`config.mk`:
```
export PLATFORM = sky130hd
export DESIGN_NAME = shift_add_multiplier
export DESIGN_NICKNAME = d
export VERILOG_FILES = /design/src/rtl/shift_add_multiplier.sv
export SDC_FILE = /design/constraint.sdc
export NUM_CORES = 1
export LEC_CHECK = 0
export CAP_MARGIN = 20
export CORE_MARGIN = 5
export CORE_UTILIZATION = 56
export DETAILED_ROUTE_END_ITERATION = 8
export PLACE_DENSITY = 0.85
export SLEW_MARGIN = 20
export SYNTH_ARGS = -nofsm -noshare
export SYNTH_HDL_FRONTEND = slang
export SYNTH_SLANG_ARGS = --single-unit
```
`constraint.sdc`:
```
create_clock -name clk -period 3.5 [get_ports clk]
set_input_delay 0.525 -clock clk [delete_from_list [all_inputs] [get_ports clk]]
set_output_delay 0.525 -clock clk [all_outputs]
set_load 0.1 [all_outputs]
```
`src/rtl/shift_add_multiplier.sv`:
```
// shift_add_multiplier: sequential shift-add multiplier, one partial-product
// bit per clock. An operand pair is accepted through valid_in/src_ready,
// WIDTH iterations run, and the 2*WIDTH-bit product is held with valid_out
// until dest_ready.
// Optional feature macro: MUL_SIGNED_EN (two's complement operands/product).
module shift_add_multiplier #(
    parameter int WIDTH = 16
) (
    input  logic                 clk,
    input  logic                 reset,
    input  logic                 valid_in,
    input  logic [WIDTH-1:0]     multiplicand,
    input  logic [WIDTH-1:0]     multiplier,
    output logic                 src_ready,
    output logic                 valid_out,
    input  logic                 dest_ready,
    output logic [2*WIDTH-1:0]   product
);

    localparam int PW = 2 * WIDTH;
    localparam int CW = $clog2(WIDTH);

    typedef enum logic [1:0] {
        IDLE = 2'd0,
        BUSY = 2'd1,
        DONE = 2'd2
    } state_t;

    state_t          state_q, state_d;
    logic [PW-1:0]   a_q, a_d;
    logic [PW-1:0]   p_q, p_d;
    logic [WIDTH-1:0] b_q, b_d;
    logic [CW-1:0]   cnt_q, cnt_d;

    // Operand values loaded into A/B at acceptance.
    logic [WIDTH-1:0] op_a;
    logic [WIDTH-1:0] op_b;

    // Running sum for the current iteration.
    logic [PW-1:0]   p_sum;
    logic            last_iter;

    assign p_sum     = p_q + (b_q[0] ? a_q : '0);
    assign last_iter = (cnt_q == CW'(WIDTH - 1));

`ifdef MUL_SIGNED_EN
    logic sign_q, sign_d;

    // Magnitudes: the most negative value maps to 2^(WIDTH-1), which still
    // fits as an unsigned WIDTH-bit number.
    assign op_a = multiplicand[WIDTH-1] ? ((~multiplicand) + WIDTH'(1)) : multiplicand;
    assign op_b = multiplier[WIDTH-1]   ? ((~multiplier) + WIDTH'(1))   : multiplier;
`else
    assign op_a = multiplicand;
    assign op_b = multiplier;
`endif

    // Handshake flags are plain decodes of the registered state.
    assign src_ready = (state_q == IDLE);
    assign valid_out = (state_q == DONE);
    assign product   = p_q;

    // State and datapath registers with asynchronous active-low reset.
    always_ff @(posedge clk or negedge reset) begin
        if (!reset) begin
            state_q <= IDLE;
            a_q     <= '0;
            b_q     <= '0;
            p_q     <= '0;
            cnt_q   <= '0;
`ifdef MUL_SIGNED_EN
            sign_q  <= 1'b0;
`endif
        end else begin
            state_q <= state_d;
            a_q     <= a_d;
            b_q     <= b_d;
            p_q     <= p_d;
            cnt_q   <= cnt_d;
`ifdef MUL_SIGNED_EN
            sign_q  <= sign_d;
`endif
        end
    end

    // Next-state and datapath update: load in IDLE, iterate in BUSY, hold in DONE.
    always_comb begin
        state_d = state_q;
        a_d     = a_q;
        b_d     = b_q;
        p_d     = p_q;
        cnt_d   = cnt_q;
`ifdef MUL_SIGNED_EN
        sign_d  = sign_q;
`endif
        unique case (state_q)
            IDLE: begin
                if (valid_in) begin
                    a_d     = {{WIDTH{1'b0}}, op_a};
                    b_d     = op_b;
                    p_d     = '0;
                    cnt_d   = '0;
`ifdef MUL_SIGNED_EN
                    sign_d  = multiplicand[WIDTH-1] ^ multiplier[WIDTH-1];
`endif
                    state_d = BUSY;
                end
            end
            BUSY: begin
                p_d   = p_sum;
                a_d   = a_q << 1;
                b_d   = b_q >> 1;
                cnt_d = cnt_q + CW'(1);
                if (last_iter) begin
`ifdef MUL_SIGNED_EN
                    // Sign is applied on the final iteration so latency is unchanged.
                    if (sign_q) begin
                        p_d = (~p_sum) + PW'(1);
                    end
`endif
                    state_d = DONE;
                end
            end
            DONE: begin
                // P is not touched here, so product cannot change while valid_out is high.
                if (dest_ready) begin
                    state_d = IDLE;
                end
            end
            default: begin
                state_d = IDLE;
            end
        endcase
    end

endmodule

```
==> results of run 1 <==
-- report_power, final --
group	internal, mW	switching (mW)	leakage, nW
logic	1.11	2.50	1.64
clock network	0.261	0.394	0.0911
registers	1.39	0.373	1.11
-- kinds of logic (layout without fill, tap and decap cells) --
logic type,Yosys count,count (layout)
flops,86,86
buf+inv,48,105
xor+xnor,23,23
fa+ha+maj,33,33
simple gates,176,176
compound gates,248,248
mux,1,1
-- sequential cells by signal (all words and copies together) (netlist names) --
register / cells
state_q: 2
b_q: 16
a_q: 32
cnt_q: 4
product: 32
-- through the flow --
stage | util [%] | power, mW | setup WS (ns) | std cells
after floorplan | - | 4.48 | 0.294 | 615
after global placement | 65.0 | 5.27 | 0.589 | 789
after detailed placement | 65.0 | 5.37 | 0.501 | 789
after CTS | 66.8 | 6.03 | 0.449 | 805
after global routing | 66.8 | 6.42 | 0.181 | 805
final | 66.8 | 6.03 | 0.409 | 805
-- area by class of cell --
class                           count  area share [%]
Multi-Input combinational cell    481            49.2
Clock inverter                      7           0.735
Sequential cell                    86            33.3
Tap cell                          133            2.57
Clock buffer                        9            1.91
Timing Repair Buffer               79            11.7
Inverter                           10           0.580
-- worst max-delay path, cell delays in order (launching register included) --
cell and delay, ns:
dfrtp_1 0.50, buf_4 0.26, nand2_1 0.12, inv_1 0.07, ha_1 0.24, a211oi_2 0.30
o21ai_1 0.15, a21oi_2 0.29, o21ai_2 0.10, a41o_1 0.32, a41o_1 0.28, a311o_1 0.35
-- layer usage --
metal  track usage (%)  vias to the layer above
met5                 0                        -
met4              6.06                        0
met3              5.57                       23
met2              38.9                      207
met1              34.6                     2372
li1                  -                     2359
-- layout by cell type (no fill, tap or decap), drive strengths merged, types with 2 or more instances in the layout --
cell           synthesis  routed
o31a                   3       3
inv                   10      12
nor2b                 37      37
clkdlybuf4s50          0      66
buf                    5      13
nand2                 55      55
and3                   4       4
nor2                  12      12
a32o                   2       2
dfrtp                 86      86
o21ai                 76      76
ha                    32      32
o21bai                 9       9
a41oi                  2       2
a31oi                  6       6
or4                    2       2
clkinv                 0       4
a21oi                 60      60
a21o                  13      13
nand4                  5       5
a211oi                 6       6
nor4                   2       2
a22o                  20      20
a22oi                 30      30
nand2b                 6       6
a41o                   3       3
o211ai                 2       2
clkbuf                33       9
xnor2                 13      13
nand3                 10      10
and2                  34      34
nor3                   5       5
or3                    4       4
xor2                  10      10
o31ai                  6       6
a21boi                 2       2
-- path summary, 6_finish.rpt --
kind	endpoint	cells after the start
max	product[31]	11
min	product[9]	1
max reg2reg	product[31]	11
min reg2reg	a_q[31]	1
max in group asynchronous	a_q[19]	2
min in group clk	a_q[31]	1
==> results.tsv, run 1 <==
metric	value	unit
status	finished, final reports clean	
p_per_area	932	nW/µm²
leakage	2.85	nW
slew_viol_final	0	
worstSetupPathType	reg2reg	
area_growth_syn_to_layout	17.2	%
syn_inst	615	
yosysWarnings	0	
numCtsBuffers	9	
synth_fa_ha_area_share	7.62	%
hp-class	in2async	
cts.sinks	86	
h-tree-depth	3	
regArea	2150	µm²
fin_crit	3.09	ns
synth-edff-count	0	
syn_area_per_cell	8.98	µm²
cts_resized	0	
rows	36	
antenna_found_initial	0	
synth_top_family_by_area	compound AO/OA/AOI/OAI gates	
die_w	109	µm
max_freq	324	MHz
ys_ff_latch	86	
r2r_slack	0.41	ns
finalWeightedCongestion	0.909	
wl_met3	1070	µm
port_buffers	69	
fillers	796	
drt_iter0_markers	272	
grt_overflow	0	
yosysTopAreaCell	dfrtp_1	
root_buffer	clkbuf_8	
cts_tree	done	
synthArstFlopShare	100	%
fp.dieH	109	µm
slew_headroom	32.1	%
path_clk_slew	0.09	ns
synth_xor_xnor_area_share	3.65	%
wl_per_cell	17.2	µm
worstPathMaxFanout	22	
place_area	6300	µm²
drive_gt1_share	6.55	%
hpwlAfterDp	10000	µm
first_global_vias	4838	
first_pass_iters	7	
grt_pass1_wl	23600	µm
critical_path_arrival	3.35	ns
viasPerCell	6.16	
cts_buffer_depth	2	
grt_max_degree	44	
muxShareOfSynthArea	0.181	%
fin_crit_sh	88.3	%
dr_wl_met2	6320	µm
yosysSeqAreaShare	39.0	%
yosys.area.top_type_share	39.0	%
post_cts_buffers	0	
yosys-top-cells-area	dfrtp_1, ha_1, o21ai_0	
drt-met1-wl	6260	µm
start_kind	flip-flop	
core_area	9680	µm²
nets	736	
start_util	57.0	%
synth_compound_area_share	29.0	%
tightestPinTransition	1.02	ns
cts_hold_buffers	0	
stdcell_area	6470	µm²
required	3.76	ns
timing.rr.start	b_q[0]	
vias	4961	
top_level_ports	70	
synthSimpleGateAreaFrac	16.8	%
routed_wl	13900	µm
rsz0062_at_grt	no	
tns	0	ns
setup_violations	0	
hold_ws	0.134	ns
synth.distinct_cells	55	
clock_skew	0.00620	ns
synthFlopType	dfrtp_1	
grt_usage	24.7	%
clk_latency	0.37	ns
critical_path.endpoint_type	flip-flop	
synth_area	5520	µm²
hold_violations	0	
multiInputGateArea	3180	µm²
routed.top_layer	met4	
route.detailed.drc	0	
synth_common_cells	dfrtp_1, o21ai_0, a21oi_1, nand2_1, nor2b_1	
peakVddDrop	0.000526	V
antenna-diode-count	0	
die_area	11900	µm²
max_cap_violations	0	
worstSetupStartpoint	b_q[0]	
yosysMostFrequentCell	dfrtp_1	
synth_fp_nets	684	
ant_nets	0	
Note: power is estimated with default switching activity, not from simulation.
==> run 2, diff against run 1 <==
GPL_TIMING_DRIVEN = 0   (was default)
==> results.tsv, run 2 (synthesis gave the netlist of run 1 again) <==
metric	value	unit	change
wl_per_cell	17.3	µm	+0.58%
grt_overflow	0		unchanged
core_area	9680	µm²	unchanged
nets	765		+3.9%
drive_gt1_share	4.71	%	-1.8 points
fillers	763		-4.1%
first_pass_iters	5		-2
grt_usage	25.6	%	+0.98 points
route.detailed.drc	0		unchanged
max_freq	296	MHz	-8.6%
required	3.80	ns	+0.04 ns
comb_power_share	59.3	%	-0.6 points
critical_path_arrival	3.68	ns	+0.33 ns
hold_violations	0		unchanged
reg2reg_to	product[26]		
multiInputGateArea	3160	µm²	-0.67%
cts_hold_buffers	0		unchanged
antenna_found_initial	0		unchanged
r2r_cells	13		+2
cts_resized	0		unchanged
timing.rr.start	b_q[0]		
first_global_vias	5078		+5.0%
status	finished, final reports clean		
post_cts_buffers	0		unchanged
slew_viol_final	0		unchanged
r2r_slack	0.12	ns	-0.29 ns
setup_violations	0		unchanged
start_util	57.0	%	unchanged
grt_pass1_wl	24500	µm	+3.6%
hpwlAfterDp	10800	µm	+7.9%
power_frac_clock	12.6	%	+1.7 points
final_cell_mix	dfrtp_1, o21ai_0, clkdlybuf4s50_1		
ant_nets	0		unchanged
die_area	11900	µm²	unchanged
rsz0062_at_grt	no		
netSwitchingFraction	53.0	%	-1.2 points
antenna-diode-count	0		unchanged
routed_wl	14500	µm	+4.2%
viasPerCell	6.06		-1.6%
place_ws	0.204	ns	-0.297 ns
tightestPinTransition	1.01	ns	-0.00308 ns
fin_crit	3.38	ns	+0.290 ns
clk_latency	0.36	ns	about the same
critical_path.endpoint_type	flip-flop		
hp-class	in2async		
slew_headroom	32.3	%	+0.21 points
netSwitchingPower	3.31	mW	+1.1%
total_power	6.24	mW	+3.4%
vias	5058		+2.0%
finalWeightedCongestion	0.899		-1.2%
numCtsBuffers	9		unchanged
final_core_util	68.3	%	+1.5 points
root_buffer	clkbuf_8		
cts_buffer_depth	2		unchanged
tns	0	ns	unchanged
path_clk_slew	0.10	ns	about the same
fin_crit_sh	96.6	%	+8.3 points
cts_tree	done		
h-tree-depth	3		unchanged
drt_iter0_markers	347		+28%
regArea	2150	µm²	unchanged
worstPathMaxFanout	10		-55%
die_w	109	µm	unchanged
setup_slack	0.119	ns	-0.290 ns
start_kind	flip-flop		
rows	36		unchanged
area_growth_syn_to_layout	19.8	%	
top_level_ports	70		unchanged
fp.dieH	109	µm	unchanged
peakVddDrop	0.000498	V	-5.3%
seq_power_share	28.1	%	-1.2 points
p_per_area	943	nW/µm²	+1.2%
max_cap_violations	0		unchanged
worstSetupPathType	reg2reg		
clock_skew	0.0155	ns	+0.00932 ns
cts.sinks	86		unchanged
internal_power	2.94	mW	+6.2%
grt_max_degree	46		+4.5%
port_buffers	69		unchanged
leakage	2.87	nW	+0.81%
final_common_cell	dfrtp_1		
==> run 2: cell count changes in the layout (fill, tap and decap cells not counted), sizes merged <==
cell	before	now
clkinv	4	1
clkdlybuf4s50	66	68
inv	12	11
buf	13	7
clkbuf	9	44
bufinv	0	2
==> run 2: power by group through the flow <==
stage          sequential, mW  combinational [mW]  clock (mW)
5_1_grt                  1.81                3.99       0.824
6_report                 1.76                3.70       0.786
2_1_floorplan            2.83                1.65           0
3_5_place_dp             1.76                3.68           0
4_1_cts                  1.74                3.70       0.787
3_3_place_gp             1.74                3.58           0
==> run 2: cell type report <==
type,count,area share (%)
clock buffers,11,1.99
flip-flops and latches,86,32.5
repair buffers,70,10.8
inverters,10,0.567
well taps,133,2.52
clock inverters,5,1.23
plain buffers,38,2.53
multi-input cells,481,47.8
==> run 2: how the worst max path moves through the flow <==
| stage | startpoint | end | depth (start not counted) |
|---|---|---|---|
| detailed placement | b_q[0] | product[26] | 13 |
| global placement | reset | b_q[12] | 1 |
| floorplan | product[0] | product[26] | 11 |
| global route | b_q[0] | product[28] | 13 |
| CTS | b_q[0] | product[26] | 13 |
| finish | b_q[0] | product[26] | 13 |
==> run 2: worst max-delay path: stages (launching register included) <==
cell	delay, ns
dfrtp_1	0.50
clkbuf_1	0.28
and2_1	0.17
ha_1	0.21
inv_1	0.07
fa_1	0.44
nor2b_4	0.16
o31ai_2	0.09
a211oi_2	0.26
o31a_2	0.25
o21ai_1	0.13
and2_4	0.21
or4_1	0.49
nand3_1	0.08
==> run 2: per-stage QoR <==
step / instance area [µm²] / instances / hold slack, ns
floorplan: 5520 / 615 / 0.229
global placement: 6380 / 817 / 0.490
detailed placement: 6400 / 818 / 0.489
CTS: 6620 / 834 / 0.177
global route: 6620 / 834 / 0.197
finish: 6620 / 834 / 0.161
==> run 2: routing by layer <==
| metal | GRT usage (%) | share of wire [%] | wire length (µm) |
|---|---|---|---|
| met5 | 0 | 0 | 0 |
| met4 | 5.79 | 1.4 | 205 |
| met3 | 4.68 | 5.7 | 830 |
| met2 | 42.9 | 48 | 6960 |
| met1 | 34.8 | 45 | 6470 |
==> run 3, diff against run 2 <==
CORE_UTILIZATION = 35   (was 56)
PLACE_DENSITY = 0.59   (was 0.85)
==> results.tsv, run 3 (synthesis gave the netlist of run 1 again) <==
metric	value	unit	change
place_ws	0.0809	ns	-0.123 ns
port_buffers	69		unchanged
antenna_found_initial	0		unchanged
internal_power	3.16	mW	+7.6%
dp_cells	901		+10%
viasPerCell	5.35		-12%
layout.cells.non_filler	916		+9.8%
p_per_area	952	nW/µm²	+0.91%
fin_crit	3.26	ns	-0.118 ns
path_clk_slew	0.07	ns	-0.03 ns
grt_usage	17.0	%	-8.6 points
tns	0	ns	unchanged
max_freq	306	MHz	+3.6%
grt_overflow	0		unchanged
setup_slack	0.237	ns	+0.118 ns
grt_pass1_wl	25000	µm	+2.3%
power_frac_clock	16.1	%	+3.5 points
max_cap_violations	0		unchanged
numCtsBuffers	9		unchanged
status	finished, final reports clean		
h-tree-depth	3		unchanged
hpwlAfterDp	11500	µm	+6.8%
first_pass_iters	5		unchanged
cts_buffer_depth	2		unchanged
top_level_ports	70		unchanged
area_growth_syn_to_layout	23.8	%	
start_kind	flip-flop		
cts_tree	done		
core_area	15700	µm²	+62%
drt_iter0_markers	271		-22%
netSwitchingFraction	51.4	%	-1.5 points
comb_power_share	56.8	%	-2.5 points
clk_latency	0.35	ns	about the same
vias	4901		-3.1%
finalWeightedCongestion	0.834		-7.2%
root_buffer	clkbuf_16		
peakVddDrop	0.000408	V	-18%
nets	765		unchanged
start_util	35.3	%	-22 points
worstPathMaxFanout	10		unchanged
wl_per_cell	16.8	µm	-3.0%
final_common_cell	dfrtp_1		
route.detailed.drc	0		unchanged
clock_skew	0.00938	ns	-0.00614 ns
tightestPinTransition	1.03	ns	+0.0147 ns
worstSetupPathType	reg2reg		
hp-class	in2async		
fin_crit_sh	93.2	%	-3.4 points
rows	46		+28%
slew_viol_final	0		unchanged
critical_path.endpoint_type	flip-flop		
die_w	136	µm	+24%
die_area	18400	µm²	+54%
rsz0062_at_grt	no		
required	3.77	ns	-0.03 ns
routed_wl	15400	µm	+6.5%
hold_violations	0		unchanged
final_cell_mix	dfrtp_1, o21ai_0, clkdlybuf4s50_1		
cts.sinks	86		unchanged
antenna-diode-count	0		unchanged
first_global_vias	4811		-5.3%
setup_violations	0		unchanged
slew_headroom	31.3	%	-0.98 points
fillers	1534		+100%
critical_path_arrival	3.54	ns	-0.14 ns
cts_hold_buffers	0		unchanged
leakage	2.92	nW	+1.7%
seq_power_share	27.0	%	-1.1 points
drive_gt1_share	5.14	%	+0.44 points
fp.dieH	136	µm	+24%
netSwitchingPower	3.35	mW	+1.2%
post_cts_buffers	0		unchanged
ant_nets	0		unchanged
grt_max_degree	58		+26%
==> run 3: cell types whose count changed in the layout (fill, tap and decap cells not counted), sizes merged <==
cell / before / now
clkbuf: 44 / 43
clkinv: 1 / 2
inv: 11 / 10
==> run 3: final cells by class <==
cell class / instances / area, µm² / area share [%]
multi-input combinational: 481 / 3170 / 46.4
sequential: 86 / 2150 / 31.5
timing repair buffer: 70 / 719 / 10.5
tap: 216 / 270 / 3.96
clock buffer: 10 / 229 / 3.35
buffer: 38 / 169 / 2.47
clock inverter: 5 / 85.1 / 1.25
inverter: 10 / 37.5 / 0.549
==> run 3: stage by stage <==
stage	utilization (%)	hold WS, ns	total power, mW	area (µm²)
3_3_place_gp	41.4	0.489	5.41	6480
3_5_place_dp	41.6	0.430	5.48	6510
4_1_cts	43.6	0.0562	6.55	6820
6_report	43.6	0.0535	6.50	6830
2_1_floorplan	-	0.229	4.48	5520
5_1_grt	43.6	0.0665	6.91	6830
==> run 3: per-layer routing <==
metal	GRT usage, %	part of all wire, %
met1	24.0	49
met2	27.0	47
met4	4.20	0.93
met3	3.27	3.7
met5	0	0
==> run 3: power groups by stage <==
| stage | Sequential [mW] | Combinational, mW | Clock [mW] |
|---|---|---|---|
| floorplan | 2.83 | 1.65 | 0 |
| global placement | 1.76 | 3.65 | 0 |
| detailed placement | 1.77 | 3.71 | 0 |
| CTS | 1.76 | 3.72 | 1.07 |
| global route | 1.81 | 3.99 | 1.11 |
| finish | 1.76 | 3.70 | 1.05 |
==> run 3: worst paths after layout <==
check / start / slack, ns / cells after the start / to
min reg2reg: a_q[31] / 0.50 / 1 / a_q[31]
min: reset / 0.05 / 1 / product[13]
max reg2reg: b_q[0] / 0.24 / 13 / product[26]
max: b_q[0] / 0.24 / 13 / product[26]
min in group clk: a_q[31] / 0.50 / 1 / a_q[31]
max in group asynchronous: reset / 2.85 / 2 / b_q[10]
==> run 3: critical path: stages, from the launching register on <==
cell and delay (ns):
dfrtp_2 0.44, clkbuf_2 0.21, and2_1 0.14, ha_1 0.21, inv_1 0.07, fa_1 0.44
nor2b_4 0.15, o31ai_2 0.09, a211oi_2 0.26, o31a_2 0.25, o21ai_1 0.13, and2_4 0.20
or4_1 0.49, nand3_1 0.10
==> run 3: what timing repair did <==
| item | 4_1_cts | 5_1_grt |
|---|---|---|
| endpoints found under the setup margin | 0 | 3 |
| hold endpoints to repair | 0 | 0 |
| gates resized for setup | 0 | 4 |
